--- src/rtl/fifo_ctrl.sv ---
// Pointer, occupancy and flag controller for a single-clock FIFO memory of Depth entries.
// Optional almost_full/almost_empty outputs are enabled with `define FIFO_ALMOST_FLAGS_EN.
`timescale 1ns/1ps
module fifo_ctrl #(
   parameter int S     = 8,
   parameter int Depth = 150
`ifdef FIFO_ALMOST_FLAGS_EN
   ,
   parameter int AF_LVL = Depth - 4,
   parameter int AE_LVL = 4
`endif
) (
   input  logic         clk,
   input  logic         rst,
   input  logic         wr_req,
   input  logic         rd_req,
   output logic         wr_en,
   output logic [S-1:0] wr_ptr,
   output logic [S-1:0] rd_ptr,
   output logic         rd_valid,
   output logic         full,
   output logic         empty,
   output logic [S-1:0] count,
`ifdef FIFO_ALMOST_FLAGS_EN
   output logic         almost_full,
   output logic         almost_empty,
`endif
   output logic         wr_err,
   output logic         rd_err
);

   localparam logic [S-1:0] LAST    = S'(Depth - 1);
   localparam logic [S-1:0] DEPTH_V = S'(Depth);

   logic         rd_acc;
   logic         wr_acc;
   logic [S-1:0] wr_ptr_next;
   logic [S-1:0] rd_ptr_next;
   logic [S-1:0] count_next;
   logic         wr_err_next;
   logic         rd_err_next;

   // Flags come straight from the registered count so they never glitch on requests.
   always_comb begin
      empty = (count == '0);
      full  = (count == DEPTH_V);
   end

`ifdef FIFO_ALMOST_FLAGS_EN
   always_comb begin
      almost_full  = (int'(count) >= AF_LVL);
      almost_empty = (int'(count) <= AE_LVL);
   end
`endif

   // A write while full only fits if a read frees a slot on the same edge.
   always_comb begin
      rd_acc = rd_req & ~empty;
      wr_acc = wr_req & (~full | rd_acc);
      wr_en  = wr_acc;
   end

   always_comb begin
      wr_ptr_next = wr_ptr;
      rd_ptr_next = rd_ptr;
      count_next  = count;
      wr_err_next = wr_req & ~wr_acc;
      rd_err_next = rd_req & ~rd_acc;

      // Depth need not be a power of two, so wrap explicitly at the last entry.
      if (wr_acc) begin
         wr_ptr_next = (wr_ptr == LAST) ? '0 : wr_ptr + S'(1);
      end
      if (rd_acc) begin
         rd_ptr_next = (rd_ptr == LAST) ? '0 : rd_ptr + S'(1);
      end

      case ({wr_acc, rd_acc})
         2'b10:   count_next = count + S'(1);
         2'b01:   count_next = count - S'(1);
         default: count_next = count;
      endcase
   end

   always_ff @(posedge clk or posedge rst) begin
      if (rst) begin
         wr_ptr   <= '0;
         rd_ptr   <= '0;
         count    <= '0;
         rd_valid <= 1'b0;
         wr_err   <= 1'b0;
         rd_err   <= 1'b0;
      end else begin
         wr_ptr   <= wr_ptr_next;
         rd_ptr   <= rd_ptr_next;
         count    <= count_next;
         rd_valid <= rd_acc;
         wr_err   <= wr_err_next;
         rd_err   <= rd_err_next;
      end
   end

endmodule

--- config.mk ---
export PLATFORM = sky130hd
export DESIGN_NAME = fifo_ctrl
export DESIGN_NICKNAME = d
export VERILOG_FILES = /design/src/rtl/fifo_ctrl.sv
export SDC_FILE = /design/constraint.sdc
export NUM_CORES = 1
export LEC_CHECK = 0
export ABC_AREA = 1
export ABC_CLOCK_PERIOD_IN_PS = 3000
export CAP_MARGIN = 20
export CORE_ASPECT_RATIO = 0.7
export CORE_MARGIN = 5
export CORE_UTILIZATION = 52
export CTS_CLUSTER_DIAMETER = 100
export CTS_CLUSTER_SIZE = 14
export DETAILED_ROUTE_END_ITERATION = 7
export GPL_ROUTABILITY_DRIVEN = 0
export GPL_TIMING_DRIVEN = 0
export PLACE_DENSITY = 0.84
export SLEW_MARGIN = 10
export SYNTH_ARGS = -nofsm -noshare
export SYNTH_HDL_FRONTEND = slang
export SYNTH_SLANG_ARGS = --single-unit
--- constraint.sdc ---
create_clock -name clk -period 3 [get_ports clk]
set_input_delay 0.6 -clock clk [delete_from_list [all_inputs] [get_ports clk]]
set_output_delay 0.6 -clock clk [all_outputs]
set_load 0.05 [all_outputs]
# --- Yosys cells after proc, flatten, opt, wreduce, memory -nomap -nowiden ---
# Cells that the tools add are included.
word_totals:
  inputBits: 4
  output_inout_bits: 30
  regBits: 27
  word_cells: 29
op_classes:
  addsub: 4
  eq_ne: 5
  bitwise_logic: 9
  mux: 3
  n_reduce_logical: 2
ops:
  columns: ["operator", "count"]
  rows:
  - ["$add A8 B1 Y8 const B", 3]
  - ["$eq A8 B8 Y1 const B", 3]
  - ["$mux W8", 2]
  - ["$pmux W8 S2", 1]
  - ["$logic_not A8 Y1", 1]
  - ["$sub A8 B1 Y8 const B", 1]
  - ["$and A1 B1 Y1", 4]
  - ["$not A1 Y1", 4]
  - ["$eq A2 B1 Y1 const B", 1]
  - ["$eq A2 B2 Y1 const B", 1]
  - ["$reduce_bool A2 Y1", 1]
  - ["$or A1 B1 Y1", 1]

# --- Longest topological paths before layout ---
depth:
  depth_word: 7
  mapped_depth: 16
  ltp_nobuf: 16

# --- Worst setup path before layout ---
# OpenSTA, ideal clock, no wires.
synth_timing:
  path_type: "register to register"
  start: "reg count[1]"
  end: "reg count[7]"
  path_slack_ps: 490
  setup_time_ps: 118
  path_buffers: 0
  arrival_ps: 2392
  path_stages_with_launch: 15
  period_less_slack_ps: 2510
  t_required_ps: 2882
  path_cell_list: "dfrtp_1 -> inv_1 -> nand2_1 -> nor2_4 -> nand2_4 -> nand3_1 -> inv_1 -> ha_1 -> or2_2 -> nand2_1 -> nor2_1 -> nor2_1 -> nand3_1 -> nand3_1 -> nand2_1"
synth_via:
  elab_chain_len: 7
  word_cells_on_any_way: 13
  cone_classes: "add/sub: 2; eq/ne: 3; mux: 1; bitwise: 5; reduce/logical: 2"
synth_lines:
  columns: ["element", "line", "rtl"]
  rows:
  - ["start, declared", "23", "output logic [S-1:0] count,"]
  - ["start signal, assigned", "96", "count <= count_next;"]
  - ["$logic_not A8 Y1", "45", "empty = (count == '0);"]
  - ["$not A1 Y1", "58", "rd_acc = rd_req & ~empty;"]
  - ["$and A1 B1 Y1", "58", null]
  - ["$or A1 B1 Y1", "59", "wr_acc = wr_req & (~full | rd_acc);"]
  - ["$and A1 B1 Y1", "59", null]
  - ["$eq A2 B1 Y1 / $eq A2 B2 Y1 (equally long branches)", "78", "case ({wr_acc, rd_acc})"]
  - ["$pmux W8 S2 / $reduce_bool A2 Y1 (equally long branches)", null, null]
# Several ways; a longest one is shown, not always the timed one.
# A chain may end at the register's enable or synchronous reset.

# --- Worst setup path in the final report ---
layout_timing:
  start: "in rd_req"
  end: "out wr_en"
layout_via:
  elab_chain_len: 3
layout_lines:
  columns: ["element", "line", "rtl"]
  rows:
  - ["start, declared", "16", "input logic rd_req,"]
  - ["$and A1 B1 Y1", "58", null]
  - ["$or A1 B1 Y1", "59", null]
  - ["$and A1 B1 Y1", "59", null]
  - ["end, declared", "17", "output logic wr_en,"]
# Every way passes these cells.

==> flow_summary.rst <==
.. list-table::
   :header-rows: 1

   * - Metric
     - Value
   * - Count of filler cells inserted in the layout
     - approximately 270
   * - Pwr Density
     - 1050 nW/um^2
   * - Routed Antenna Nets
     - 0
   * - Critical Path End Type
     - output port
   * - Post-placement cell area
     - 2130 sq um
   * - Clk slew on worst S/H paths
     - 90 ps
   * - Worst slack on hold paths
     - 569 ps
   * - # nets final
     - 280
   * - Power after layout
     - approximately 0.0023 W
   * - Met3 layer wire length in the routed design
     - approximately 190 um
   * - Count of pins over their slew limit
     - 0
   * - Result of the run
     - completed
   * - Initial DRT Pass Iterations
     - 4
   * - Shortest period the worst path allows
     - between 2000 and 3000 ps
   * - Std-Cell Rows
     - 17
   * - Via count of the first global-routing pass
     - roughly 1400
   * - Post-synthesis register bit count
     - 27
   * - TritonCTS Buffers
     - 3
   * - Number of violations reported at the end of detailed-routing iteration 0
     - 117
   * - Type of origin of the critical path
     - primary input
   * - Uppermost layer routed
     - met4
   * - Mapped Cells
     - around 230
   * - Leakage power
     - roughly 1.1 nW
   * - Total Die Area
     - around 4700 sq um
   * - Total routed wirelength
     - about 3800 um
   * - Setup repair after global routing missed its margin
     - no
   * - Insertion delay to the later sink of the worst-skew pair
     - approximately 270 ps
   * - Remaining max-slew budget at the tightest pin
     - 60.5%
   * - Grt total ovfl
     - 0
   * - Worst min path class
     - register to register
   * - Maximum ir drop on the vdd rail
     - ~600 uV
   * - Part of the cycle the worst path needs
     - a little over nine tenths
   * - Starting density of the core
     - 54.9%
   * - CORE AREA
     - about 3200 sq um
   * - Maximum achievable frequency
     - ~350 MHz
   * - First-pass GRT wire length
     - roughly 6400 um
   * - Number of hold violations in the final report
     - 0
   * - Fraction of final layout cells sized beyond drive strength 1
     - 7.95%
   * - Count of cell types in the netlist
     - 28
   * - Source of the worst register-to-register timing path
     - count[7]
   * - Max-capacitance violation count
     - 0
   * - Arrival @ worst endpoint
     - 2250 ps
   * - Routed length on met2
     - about 1600 um
   * - TritonCTS clock tree
     - yes
   * - Chip Width
     - slightly below 80 um
   * - Via density per instance
     - around 5.0
   * - Die outline height
     - roughly 59 um
   * - Layout area overhead
     - 24.9%
   * - Setup violation total in the final timing report
     - 0
   * - Yosys warnings
     - 0
   * - Global-route total usage across every layer
     - 17.3%
   * - Depth of the CTS H-tree
     - 1
   * - Area taken by flip-flops and latches
     - 676 sq um
   * - DRT met1 WL
     - approximately 2000 um
   * - Transition time at the pin with the least slew margin
     - 592 ps
   * - Setup TNS after final layout
     - 0 ps
   * - Sequential area share after synthesis
     - approximately two fifths
   * - Largest driver fanout on the critical path
     - 9
   * - Cell area after synthesis
     - around 1800 sq um
   * - N_diodes
     - 0
   * - Critical path class
     - primary input to output port
   * - Initial antenna violation count
     - 0
   * - Port Buf Inserts
     - 33
   * - Post-route setup slack
     - ~150 ps
   * - Worst path required time
     - between 2000 and 2500 ps
   * - Pin count of the biggest net entering global routing
     - 28
   * - Detailed placer's ending HPWL
     - between 2000 and 3000 um
   * - Nets in the synthesized netlist
     - ~240
   * - Average size of a mapped cell
     - between 7 and 8 sq um
   * - Average wire per cell in the routed design
     - approximately 12 um
   * - Worst slack after detailed placement
     - -115 ps
   * - Maximum clock path buffer count
     - 2
   * - Final design area excluding fillers
     - 2190 sq um
   * - Clk sinks
     - 27
   * - I/O pins
     - 34
   * - Setup Skew
     - about 1.8 ps
   * - Post-detailed-route DRC marker count
     - 0
   * - Setup slack of the worst register-to-register path
     - approximately 440 ps
   * - CTS root buffer
     - clkbuf_8
   * - Hold path startpoint
     - wr_ptr[7]
   * - Setup crit start
     - rd_req
   * - Multi-input combinational cell area
     - between 900 and 1000 sq um
   * - Post-cts hold buffer count
     - 0
   * - Overall via count from detail_route
     - approximately 1500
==> path summary, 6_finish.rpt <==
path / endpoint / cells past startpoint
max in group asynchronous: wr_err / 3
max reg2reg: count[5] / 12
min in group asynchronous: wr_ptr[7] / 2
min reg2reg: wr_ptr[7] / 2
max: wr_en / 6
min: wr_ptr[7] / 2
==> critical path, stage by stage <==
cell             delay [ps]
clkdlybuf4s50_1         600
nand2_4                  80
nand2_1                 110
nand2_2                 140
inv_2                   170
dlygate4sd2_1           550
==> cell usage after synthesis <==
master    n  share of area (%)
o21a_1    2               0.86
nand3_1  11                3.1
o21ai_0  10                2.9
nand2_4   2                1.3
nand2_2   3                1.1
nor3_2    1               0.57
a31oi_1   1               0.36
ha_1     10                7.1
xnor2_1   6                3.0
o21ai_1   6                1.7
nor4_2    1               0.71
nor2_1   21                4.5
inv_2     3               0.64
buf_6     1               0.64
fa_1      1                1.1
a21o_1    1               0.43
buf_8     1               0.86
or2_2     2               0.71
xor2_1    6                3.0
nand2_1  60                 13
inv_1    30                6.4
nor2_4    2                1.3
nor3_1    2               0.57
nand3_2   1               0.57
o31ai_1   1               0.43
dfrtp_1  27                 39
a21oi_1   4                1.1
nand4_1  10                3.6
==> area by class of cell <==
cell class	instances	share of cell area [%]
Buffer	2	1.20
Multi-Input combinational cell	164	42.3
Tap cell	38	2.17
Clock buffer	4	2.06
Inverter	33	5.66
Sequential cell	27	30.9
Timing Repair Buffer	34	15.7
==> cells by family (layout without fill, tap and decap cells) <==
| logic type | after synthesis | in the layout | synth area share (%) |
|---|---|---|---|
| xor+xnor | 12 | 12 | 6.00 |
| flops | 27 | 27 | 38.5 |
| compound gates | 25 | 25 | 7.78 |
| fa+ha+maj | 11 | 11 | 8.28 |
| buf+inv | 35 | 73 | 8.57 |
| simple gates | 116 | 116 | 30.8 |
==> per-layer routing <==
| layer | up-vias | global-route usage, % |
|---|---|---|
| li1 | 798 | - |
| met1 | 681 | 25.9 |
| met2 | 32 | 25.9 |
| met3 | 2 | 4.59 |
| met4 | 0 | 1.72 |
| met5 | - | 0 |
==> per-stage QoR <==
stage,cells,util [%]
final,302,68.6
after global routing,302,68.6
after CTS,301,68.2
after detailed placement,297,66.8
after global placement,297,66.8
after floorplan,226,-
==> where the power goes <==
group	internal [W]	switching, W
sequential	0.000493	0.000182
clock	0.0000951	0.000112
combinational	0.000493	0.000923
total	0.00108	0.00122
==> flip-flops by register name, indices dropped and copies added, names as in the netlist <==
signal	cells
count	8
rd_ptr	8
wr_ptr	8
rd_err	1
rd_valid	1
wr_err	1
==> placed cells by master (no fill, tap or decap), drive strengths merged, types with 6 or more instances in the layout <==
| cell type | synthesis | layout |
|---|---|---|
| nand2 | 65 | 65 |
| inv | 33 | 33 |
| clkdlybuf4s50 | 0 | 32 |
| dfrtp | 27 | 27 |
| nor2 | 23 | 23 |
| o21ai | 16 | 16 |
| nand3 | 12 | 12 |
| nand4 | 10 | 10 |
| ha | 10 | 10 |
| xor2 | 6 | 6 |
| xnor2 | 6 | 6 |
==> repair_timing <==
item / in CTS / in global routing
setup endpoints to repair: 1 / 0
resized for setup: 1 / 0
hold endpoints to repair: 0 / 0
buffers inserted: 0 / 0
Note: power is estimated with default switching activity, not from simulation.
